$ cat config.mk
export PLATFORM = sky130hd
export DESIGN_NAME = kp_code_rx
export DESIGN_NICKNAME = d
export VERILOG_FILES = /design/src/rtl/kp_pkg.sv /design/src/rtl/kp_rx_fifo.sv /design/src/rtl/kp_code_rx.sv
export SDC_FILE = /design/constraint.sdc
export NUM_CORES = 1
export LEC_CHECK = 0
export BUFFER_PORTS_ARGS = -buffer_cell sky130_fd_sc_hd__buf_4
export CAP_MARGIN = 20
export CELL_PAD_IN_SITES_DETAIL_PLACEMENT = 1
export CELL_PAD_IN_SITES_GLOBAL_PLACEMENT = 1
export CORE_ASPECT_RATIO = 1.25
export CORE_MARGIN = 10
export CORE_UTILIZATION = 50
export CTS_BUF_LIST = sky130_fd_sc_hd__clkbuf_16
export DETAILED_ROUTE_END_ITERATION = 7
export GPL_ROUTABILITY_DRIVEN = 0
export PLACE_DENSITY_LB_ADDON = 0.1
export RECOVER_POWER = 25
export SLEW_MARGIN = 20
export SYNTH_ARGS = -nofsm -noshare
export SYNTH_HDL_FRONTEND = slang
export SYNTH_SLANG_ARGS = --single-unit
$ cat constraint.sdc
create_clock -name clk -period 3.25 [get_ports clk]
set_input_delay 0.325 -clock clk [delete_from_list [all_inputs] [get_ports clk]]
set_output_delay 0.325 -clock clk [all_outputs]
set_load 0.01 [all_outputs]
$ cat src/rtl/kp_pkg.sv
// Shared types and constants for the keypad receive path.
package kp_pkg;

  localparam int unsigned KP_CODE_W = 4;

  typedef enum logic [1:0] {
    IDLE  = 2'd0,
    QUAL  = 2'd1,
    HELD  = 2'd2,
    REARM = 2'd3
  } rx_state_e;

  localparam logic [KP_CODE_W-1:0] KEY_0 = 4'h0;
  localparam logic [KP_CODE_W-1:0] KEY_1 = 4'h1;
  localparam logic [KP_CODE_W-1:0] KEY_2 = 4'h2;
  localparam logic [KP_CODE_W-1:0] KEY_3 = 4'h3;
  localparam logic [KP_CODE_W-1:0] KEY_4 = 4'h4;
  localparam logic [KP_CODE_W-1:0] KEY_5 = 4'h5;
  localparam logic [KP_CODE_W-1:0] KEY_6 = 4'h6;
  localparam logic [KP_CODE_W-1:0] KEY_7 = 4'h7;
  localparam logic [KP_CODE_W-1:0] KEY_8 = 4'h8;
  localparam logic [KP_CODE_W-1:0] KEY_9 = 4'h9;
  localparam logic [KP_CODE_W-1:0] KEY_A = 4'hA;
  localparam logic [KP_CODE_W-1:0] KEY_B = 4'hB;
  localparam logic [KP_CODE_W-1:0] KEY_C = 4'hC;
  localparam logic [KP_CODE_W-1:0] KEY_D = 4'hD;
  localparam logic [KP_CODE_W-1:0] KEY_E = 4'hE;
  localparam logic [KP_CODE_W-1:0] KEY_F = 4'hF;

endpackage

$ cat src/rtl/kp_rx_fifo.sv
// Show-ahead key-code FIFO. A pop frees a slot in the same cycle, so a push into a
// full FIFO is accepted when it coincides with a pop. Pops while empty are ignored.
module kp_rx_fifo
  import kp_pkg::*;
#(
  parameter int unsigned DEPTH = 8
) (
  input  logic                   clk,
  input  logic                   rst_n,
  input  logic                   push,
  input  logic [KP_CODE_W-1:0]   push_data,
  input  logic                   pop,
  output logic [KP_CODE_W-1:0]   head_data,
  output logic                   full,
  output logic                   empty,
  output logic [$clog2(DEPTH):0] level
);

  localparam int unsigned AW    = $clog2(DEPTH);
  localparam int unsigned LVL_W = AW + 1;

  logic [KP_CODE_W-1:0] mem_q [DEPTH];
  logic [AW-1:0]        wr_ptr_q;
  logic [AW-1:0]        rd_ptr_q;
  logic [LVL_W-1:0]     level_q;
  logic                 do_push;
  logic                 do_pop;

  assign full      = (level_q == LVL_W'(DEPTH));
  assign empty     = (level_q == '0);
  assign do_pop    = pop & ~empty;
  assign do_push   = push & (~full | do_pop);
  assign head_data = mem_q[rd_ptr_q];
  assign level     = level_q;

  // Storage, pointers (natural power-of-2 wrap) and occupancy.
  always_ff @(posedge clk or negedge rst_n) begin
    if (!rst_n) begin
      for (int i = 0; i < int'(DEPTH); i++) begin
        mem_q[i] <= '0;
      end
      wr_ptr_q <= '0;
      rd_ptr_q <= '0;
      level_q  <= '0;
    end else begin
      if (do_push) begin
        mem_q[wr_ptr_q] <= push_data;
        wr_ptr_q        <= wr_ptr_q + AW'(1);
      end
      if (do_pop) begin
        rd_ptr_q <= rd_ptr_q + AW'(1);
      end
      unique case ({do_push, do_pop})
        2'b10:   level_q <= level_q + LVL_W'(1);
        2'b01:   level_q <= level_q - LVL_W'(1);
        default: level_q <= level_q;
      endcase
    end
  end

endmodule

$ cat src/rtl/kp_code_rx.sv
// Keypad link receiver: synchronizes the code/strobe pins, qualifies each strobe pulse
// and queues exactly one code per qualified pulse.
// Optional build macro KP_RX_STATS_EN adds saturating accept/reject counters.
module kp_code_rx
  import kp_pkg::*;
#(
  parameter int unsigned SYNC_STAGES     = 2,
  parameter int unsigned MIN_LOW_CYCLES  = 1000,
  parameter int unsigned MIN_HIGH_CYCLES = 1000,
  parameter int unsigned STUCK_CYCLES    = 5_000_000,
  parameter int unsigned DEPTH           = 8
) (
  input  logic                   clk,
  input  logic                   rst_n,
  input  logic [KP_CODE_W-1:0]   kp_code,
  input  logic                   kp_validn,
  output logic [KP_CODE_W-1:0]   code_data,
  output logic                   code_valid,
  input  logic                   code_ready,
  output logic                   overflow,
  input  logic                   clr_ovf,
  output logic                   stuck_err,
  output logic [$clog2(DEPTH):0] fifo_level
`ifdef KP_RX_STATS_EN
  ,
  output logic [15:0]            acc_cnt,
  output logic [15:0]            rej_cnt
`endif
);

  localparam int unsigned LOW_W = $clog2(MIN_LOW_CYCLES + 1);
  localparam int unsigned HI_W  = $clog2(MIN_HIGH_CYCLES + 1);
  localparam int unsigned STK_W = $clog2(STUCK_CYCLES + 1);

  logic [SYNC_STAGES-1:0] vn_sync_q;
  logic [KP_CODE_W-1:0]   code_sync_q [SYNC_STAGES];
  logic                   vs;
  logic [KP_CODE_W-1:0]   cs;

  rx_state_e            state_q, state_d;
  logic [LOW_W-1:0]     low_cnt_q, low_cnt_d;
  logic [HI_W-1:0]      hi_cnt_q, hi_cnt_d;
  logic [STK_W-1:0]     stuck_cnt_q, stuck_cnt_d;
  logic [KP_CODE_W-1:0] cap_q, cap_d;
  logic                 stuck_err_q, stuck_err_d;
  logic                 overflow_q, overflow_d;
  logic                 accept;
  logic                 rearm_done;
  logic                 fifo_full;
  logic                 fifo_empty;
  logic                 pop;
  logic                 ovf_event;

  // Pin synchronizers; strobe idles high, code idles zero.
  always_ff @(posedge clk or negedge rst_n) begin
    if (!rst_n) begin
      vn_sync_q <= '1;
      for (int i = 0; i < int'(SYNC_STAGES); i++) begin
        code_sync_q[i] <= '0;
      end
    end else begin
      vn_sync_q      <= {vn_sync_q[SYNC_STAGES-2:0], kp_validn};
      code_sync_q[0] <= kp_code;
      for (int i = 1; i < int'(SYNC_STAGES); i++) begin
        code_sync_q[i] <= code_sync_q[i-1];
      end
    end
  end

  assign vs = vn_sync_q[SYNC_STAGES-1];
  assign cs = code_sync_q[SYNC_STAGES-1];

  // Pulse qualification FSM: one accept per pulse, re-armed only by a long high period.
  always_comb begin
    state_d    = state_q;
    low_cnt_d  = low_cnt_q;
    hi_cnt_d   = hi_cnt_q;
    cap_d      = cap_q;
    accept     = 1'b0;
    rearm_done = 1'b0;
    unique case (state_q)
      IDLE: begin
        if (!vs) begin
          state_d   = QUAL;
          low_cnt_d = LOW_W'(1);
          cap_d     = cs;
        end
      end
      QUAL: begin
        if (vs) begin
          state_d = IDLE;
        end else if (cs != cap_q) begin
          cap_d     = cs;
          low_cnt_d = LOW_W'(1);
        end else if (low_cnt_q == LOW_W'(MIN_LOW_CYCLES - 1)) begin
          accept  = 1'b1;
          state_d = HELD;
        end else begin
          low_cnt_d = low_cnt_q + LOW_W'(1);
        end
      end
      HELD: begin
        if (vs) begin
          state_d  = REARM;
          hi_cnt_d = HI_W'(1);
        end
      end
      REARM: begin
        if (!vs) begin
          state_d = HELD;
        end else if (hi_cnt_q == HI_W'(MIN_HIGH_CYCLES - 1)) begin
          state_d    = IDLE;
          rearm_done = 1'b1;
        end else begin
          hi_cnt_d = hi_cnt_q + HI_W'(1);
        end
      end
      default: state_d = IDLE;
    endcase
  end

  // Stuck detection: a low sample in IDLE/REARM always moves the FSM into QUAL/HELD,
  // so counting the whole synced-low run (cleared by any high sample) is equivalent.
  always_comb begin
    if (vs) begin
      stuck_cnt_d = '0;
    end else if (stuck_cnt_q == STK_W'(STUCK_CYCLES)) begin
      stuck_cnt_d = stuck_cnt_q;
    end else begin
      stuck_cnt_d = stuck_cnt_q + STK_W'(1);
    end
    stuck_err_d = stuck_err_q;
    if (rearm_done) begin
      stuck_err_d = 1'b0;
    end
    if (stuck_cnt_d == STK_W'(STUCK_CYCLES)) begin
      stuck_err_d = 1'b1;
    end
  end

  assign pop        = code_valid & code_ready;
  assign ovf_event  = accept & fifo_full & ~pop;

  // Sticky overflow; a new drop wins over a simultaneous clear.
  always_comb begin
    overflow_d = overflow_q;
    if (ovf_event) begin
      overflow_d = 1'b1;
    end else if (clr_ovf) begin
      overflow_d = 1'b0;
    end
  end

  // Control state registers.
  always_ff @(posedge clk or negedge rst_n) begin
    if (!rst_n) begin
      state_q     <= IDLE;
      low_cnt_q   <= '0;
      hi_cnt_q    <= '0;
      stuck_cnt_q <= '0;
      cap_q       <= '0;
      stuck_err_q <= 1'b0;
      overflow_q  <= 1'b0;
    end else begin
      state_q     <= state_d;
      low_cnt_q   <= low_cnt_d;
      hi_cnt_q    <= hi_cnt_d;
      stuck_cnt_q <= stuck_cnt_d;
      cap_q       <= cap_d;
      stuck_err_q <= stuck_err_d;
      overflow_q  <= overflow_d;
    end
  end

  kp_rx_fifo #(
    .DEPTH (DEPTH)
  ) u_fifo (
    .clk       (clk),
    .rst_n     (rst_n),
    .push      (accept),
    .push_data (cap_q),
    .pop       (code_ready),
    .head_data (code_data),
    .full      (fifo_full),
    .empty     (fifo_empty),
    .level     (fifo_level)
  );

  assign code_valid = ~fifo_empty;
  assign overflow   = overflow_q;
  assign stuck_err  = stuck_err_q;

`ifdef KP_RX_STATS_EN
  logic        reject;
  logic [15:0] acc_cnt_q;
  logic [15:0] rej_cnt_q;

  assign reject = (state_q == QUAL) & vs;

  // Saturating accept/reject counters; dropped accepts still count.
  always_ff @(posedge clk or negedge rst_n) begin
    if (!rst_n) begin
      acc_cnt_q <= '0;
      rej_cnt_q <= '0;
    end else begin
      if (accept && (acc_cnt_q != '1)) begin
        acc_cnt_q <= acc_cnt_q + 16'd1;
      end
      if (reject && (rej_cnt_q != '1)) begin
        rej_cnt_q <= rej_cnt_q + 16'd1;
      end
    end
  end

  assign acc_cnt = acc_cnt_q;
  assign rej_cnt = rej_cnt_q;
`endif

endmodule
Word level (Yosys, flattened, before mapping). Cells that the tools add are included. Widths: inputs -> output; s select.

Equality and inequality tests: 21. Bitwise logic cells: 10. Reductions and logical operators: 12. Mux-type cells: 41. Order comparisons: 3. $add $sub $neg: 7.

Operators by type and width (number): $mux 10 (7); $eq 23x23->1 const B (2); $mux 23 (2); $pmux 10 s2 (2); $bwmux 32 (1); $mux 4 (6); $add 23x1->23 const B (1); $add 10x1->10 const B (2); $eq 10x10->1 const B (2); $pmux 4 s2 (2); $mux 2 (7); $bmux 4 s3 (1); $demux 4 s3 (1); $ne 2x2->1 const B (6); $ne 3x3->1 const B (4); $reduce_and 4->1 (3); $mux 1 (11); $reduce_bool 2->1 (5); $ge 4x4->1 const B (2); $not 3->4 (2); $pmux 2 s4 (1); $add 3x1->3 const B (2); $eq 2x2->1 const B (3); $reduce_and 5->1 (1); other kinds (12) (18).

Input port bits: 9. Bits in registers: 103.

Logic depth before layout (Yosys ltp).
Depth after elaboration: 8. Gate-level depth with buffers: 13. Gate-level depth less buffers: 12.

By module. A second synthesis with hierarchy kept.

Cell total of the unflattened synthesis: 454. Area total of the unflattened synthesis: 5302.6 um2.

Modules (own cells, without submodules): kp_code_rx (times used 1, area each 3091.7 um2, cells an instance 307, seq. area each 1529.0 um2); kp_rx_fifo (times used 1, area each 2210.9 um2, cells an instance 147, seq. area each 1051.0 um2).

Worst setup path before layout. OpenSTA, ideal clock, no wires.

Path kind: flip-flop to flip-flop. Start point: register cap_q[0]. End point: register u_fifo.level_q[2], in the netlist u_fifo.level[2]. Stages on the path, launching flop included: 14. Arrival time: 2.491 ns. Path slack: 0.630 ns. Library setup time: 0.129 ns. Period minus slack after synthesis: 2.620 ns. Cell sequence: dfrtp_1 -> clkbuf_1 -> xnor2_1 -> nand3_1 -> or2_1 -> nor4_1 -> nand3_1 -> ha_1 -> xor2_1 -> ha_1 -> a21oi_1 -> xor2_1 -> nor2_1 -> xor2_1.

Word-level cells in the longest chain between the ends: 7. Elaborated cells on any way between the ends: 9. Those cells by class: eq/ne (3); mux (4); bitwise (1); reduce/logical (1).

RTL lines: start: declaration (line kp_code_rx.sv:44) `logic [KP_CODE_W-1:0] cap_q, cap_d;`; start signal: assignment (line kp_code_rx.sv:169) `cap_q <= cap_d;`; $ne 4x4->1 (*) (line kp_code_rx.sv:92) `end else if (cs != cap_q) begin`; $mux 1 (*) (line kp_code_rx.sv:92); $mux 1 (*) (line kp_code_rx.sv:90) `if (vs) begin`; $mux 1 (*) (line kp_code_rx.sv:81) `unique case (state_q)`; $and 1x1->1 (*) (line kp_rx_fifo.sv:32) `assign do_push = push & (~full | do_pop);`; $eq 2x1->1 or $eq 2x2->1 (tied branches) (line kp_rx_fifo.sv:53) `unique case ({do_push, do_pop})`; $pmux 4 s2 or $reduce_bool 2->1 (tied branches); end signal: assignment (line kp_rx_fifo.sv:54) `2'b10: level_q <= level_q + LVL_W'(1);`; end signal: assignment (line kp_rx_fifo.sv:55) `2'b01: level_q <= level_q - LVL_W'(1);`; end signal: assignment (line kp_rx_fifo.sv:56) `default: level_q <= level_q;`; end: declaration (line kp_rx_fifo.sv:25) `logic [LVL_W-1:0] level_q;`.

Every way passes the cells marked *; elsewhere a longest branch is shown, timed or not. A chain may end at the register's enable or synchronous reset.

Final worst setup path. Same ends and word-level chain as after synthesis.

==> metrics.txt <==
Hold Path Stages=1; Largest delay share family, worst path=simple AND/OR/NAND/NOR gates; sequential cell area=2580 sq um; Top cell by count, worst path=xor2_1; Setup CP Type=reg -> reg; Worst-path clk slew=about 0.07 ns; DR iter-0 viols=87; DP Wirelength=7740 um; Syn Nets=between 400 and 500; # resized after CTS=0; logic gate share of total power=0.032; antenna violations before repair=0; largest net degree at the start of global routing=55; warnings from Yosys=0; sw frac=0.203; Initial Util=0.509; ys async rst share=1.00; slew margin rel.=-0.826; Final ANT Viol Nets=0; DRC=0; P&R area growth vs syn=12.3%; WL final=about 11000 um; Hold Path Sink=vn_sync_q[0]; Synth Flop Type=dfrtp_1; Hold WC Path Type=in -> reg; Cell Chain, Critical Path=xnor2_1 > nand3_1 > or2_1 > nor4_1 > nand3_1 > ha_1 > xor2_1 > ha_1 > a21oi_1 > xor2_1 > nor2_1 > xor2_1; CTS tree=done; outcome=complete, but fails checks; sequential area share after synthesis=0.507; first-pass GRT wire length=19200 um; synth cell count leaders=dfrtp_1 (101), nor2_1 (47), mux2_2 (37), nand2_1 (30), xnor2_1 (28); reg2reg setup slack=0.34 ns; static leakage=0.00255 uW; Worst Path Buf+Inv=0; area share of the largest cell type after synthesis=0.497; share of layout cells above drive strength 1=0.194; HP Start=kp_validn; post-DR wirelength/cell=18.6 um; Req. time, crit path=3.48 ns; Final Hold Fails=0; pre-CTS setup slack=0.387 ns; Multi-input gate area=between 2000 and 2500 sq um; Die Wd=110 um; TritonRoute pass-1 iters=4; Mapped Cells=about 460; Site Rows=41; vias in the first global route=3812; CP max stage delay=0.49 ns; Setup Skew=0.00483 ns; Clk Latency, worst-skew pair=roughly 0.34 ns; Seq pwr share=0.490; min cycle time layout=between 2 and 3 ns; Synth Area per Inst=11.2 sq um; Nets=487; Net Sw Power=around 550 uW; design area=5710 sq um; Setup-failing EPs final=0; fmax=343 MHz; vias=3475; Post-synth EDFFs=0; Synth cell types=54; Max-Cap Viols=1; RSZ-0062 raised after global routing=no; synth top area cells=dfrtp_1 (50%), mux2_2 (8.2%), xnor2_1 (4.8%), mux4_2 (3.5%), nor2_1 (3.5%); placed cell areas=5360 sq um; Total Routing Usage GR=0.164; hold_buf cts=0; post-layout util=0.571; post-synthesis cell area=between 5000 and 6000 sq um; P per Cell Area=~470 nW/um^2; CP startpoint kind=flip-flop; root buf cell=clkbuf_16; Die Area=between 10000 and 15000 sq um; H-tree depth=3; Pint=roughly 2200 uW; Tcrit/Tclk final=0.897; most common cell in the synthesized netlist=dfrtp_1; Post-CTS Setup Inserts=0; via density per instance=just under 6; Final TNS setup=0 ns; hold slack=just under 0.09 ns; #FFs+latches synth=between 100 and 150; R2R Path Start=cap_q[0]; Fill cells=approximately 1100; slowest cell on the critical path=dfrtp_1; TritonCTS buffer count=9; Clock power frac=0.478; Slew Limit Fails=50; failing checks=capacitance limit, slew limit; input/output buffers=19; Sink Count=103; Slew @ Worst Pin=2.74 ns; FF-to-FF End=u_fifo.level[2]; Yosys top cell by area=dfrtp_1; I/O pins=20; die height=between 100 and 150 um; reg2reg path depth=12; crit path DAT=3.14 ns; Ant. Diodes=0; core area=10000 sq um; Crit. End Element=flip-flop; maximum vdd drop=260 uV; GRT overflow=0; Setup WS post-layout=between 0.3 and 0.4 ns; crit-path max FO=10; Max Root-Sink Buffers=2
-- worst max-delay path by stage --
stage,end,startpoint,cells after the start
2_1_floorplan,u_fifo.level[2],cap_q[0],13
3_3_place_gp,u_fifo.level[2],cap_q[0],12
3_5_place_dp,u_fifo.level[2],cap_q[0],12
4_1_cts,u_fifo.level[2],cap_q[0],12
5_1_grt,u_fifo.level[2],cap_q[0],12
6_report,u_fifo.level[2],cap_q[0],12
-- cell families after synthesis --
group / count (synthesis) / synth area share
adders and majority gates: 9 / 0.0221
xor gates and xnor gates: 44 / 0.0758
and+or+nand+nor: 176 / 0.188
buffers and inverters: 34 / 0.0268
muxes: 53 / 0.135
AOI/OAI and AO/OA: 36 / 0.0457
DFF: 103 / 0.507
-- area by class of cell --
class / instances / share of cell area
clock inverter: 7 / 0.0239
clock buffer: 9 / 0.0394
multi-input combinational: 318 / 0.415
timing repair buffer: 25 / 0.0337
inverter: 12 / 0.00789
sequential: 103 / 0.452
tap: 129 / 0.0283
-- cell usage in the layout (no fill, tap or decap), drive strengths merged, types with 3 or more instances in the layout --
cell type / synthesis / layout
or4b: 3 / 3
dfrtp: 101 / 101
inv: 12 / 13
a21oi: 13 / 13
mux2: 43 / 43
nor3: 10 / 10
xnor2: 28 / 28
clkbuf: 14 / 15
xor2: 16 / 16
nand2b: 5 / 5
nand4: 12 / 12
ha: 9 / 9
nand2: 30 / 30
nand4b: 3 / 3
or2: 3 / 3
o31ai: 3 / 3
o21ai: 9 / 9
and3: 6 / 6
mux4: 8 / 8
bufinv: 0 / 4
nor4: 8 / 8
nand3: 22 / 22
nor2: 47 / 47
nand3b: 5 / 5
or3: 6 / 6
buf: 8 / 19
-- power groups by stage --
stage / Sequential [uW] / Combinational (uW) / Clock [uW]
2_1_floorplan: 1330 / 54.4 / 0
3_3_place_gp: 1350 / 86.0 / 0
3_5_place_dp: 1350 / 88.9 / 0
4_1_cts: 1330 / 89.9 / 1320
5_1_grt: 1330 / 99.0 / 1380
6_report: 1330 / 85.5 / 1290
-- state kept, by name, summed over array words and instances (netlist names), 3 cells and up, named ones only --
register / cells
low_cnt_q: 10
cap_q: 4
cs: 4
u_fifo.wr_ptr_q: 3
code_sync_q: 4
u_fifo.rd_ptr_q: 3
u_fifo.level: 4
stuck_cnt_q: 23
u_fifo.mem_q: 32
hi_cnt_q: 10
-- worst reg2reg max path, cell delays in order, from the launching register on --
cell	delay, ns
dfrtp_1	0.49
xnor2_1	0.23
nand3_1	0.13
or2_1	0.33
nor4_1	0.33
nand3_1	0.15
ha_1	0.28
xor2_1	0.17
ha_1	0.19
a21oi_1	0.15
xor2_1	0.15
nor2_1	0.06
xor2_1	0.14
-- metal layers --
metal | routed length (um) | up-vias | GRT usage
li1 | - | 1633 | -
met1 | 4800 | 1795 | 0.199
met2 | 5950 | 34 | 0.283
met3 | 297 | 13 | 0.0311
met4 | 169 | 0 | 0.0479
met5 | 0 | - | 0
-- through the flow --
step	total power, uW	std cells
global route	2810	603
global placement	1430	587
detailed placement	1440	587
floorplan	1390	455
CTS	2740	603
finish	2700	603
Power figures use the tool's default switching activity.
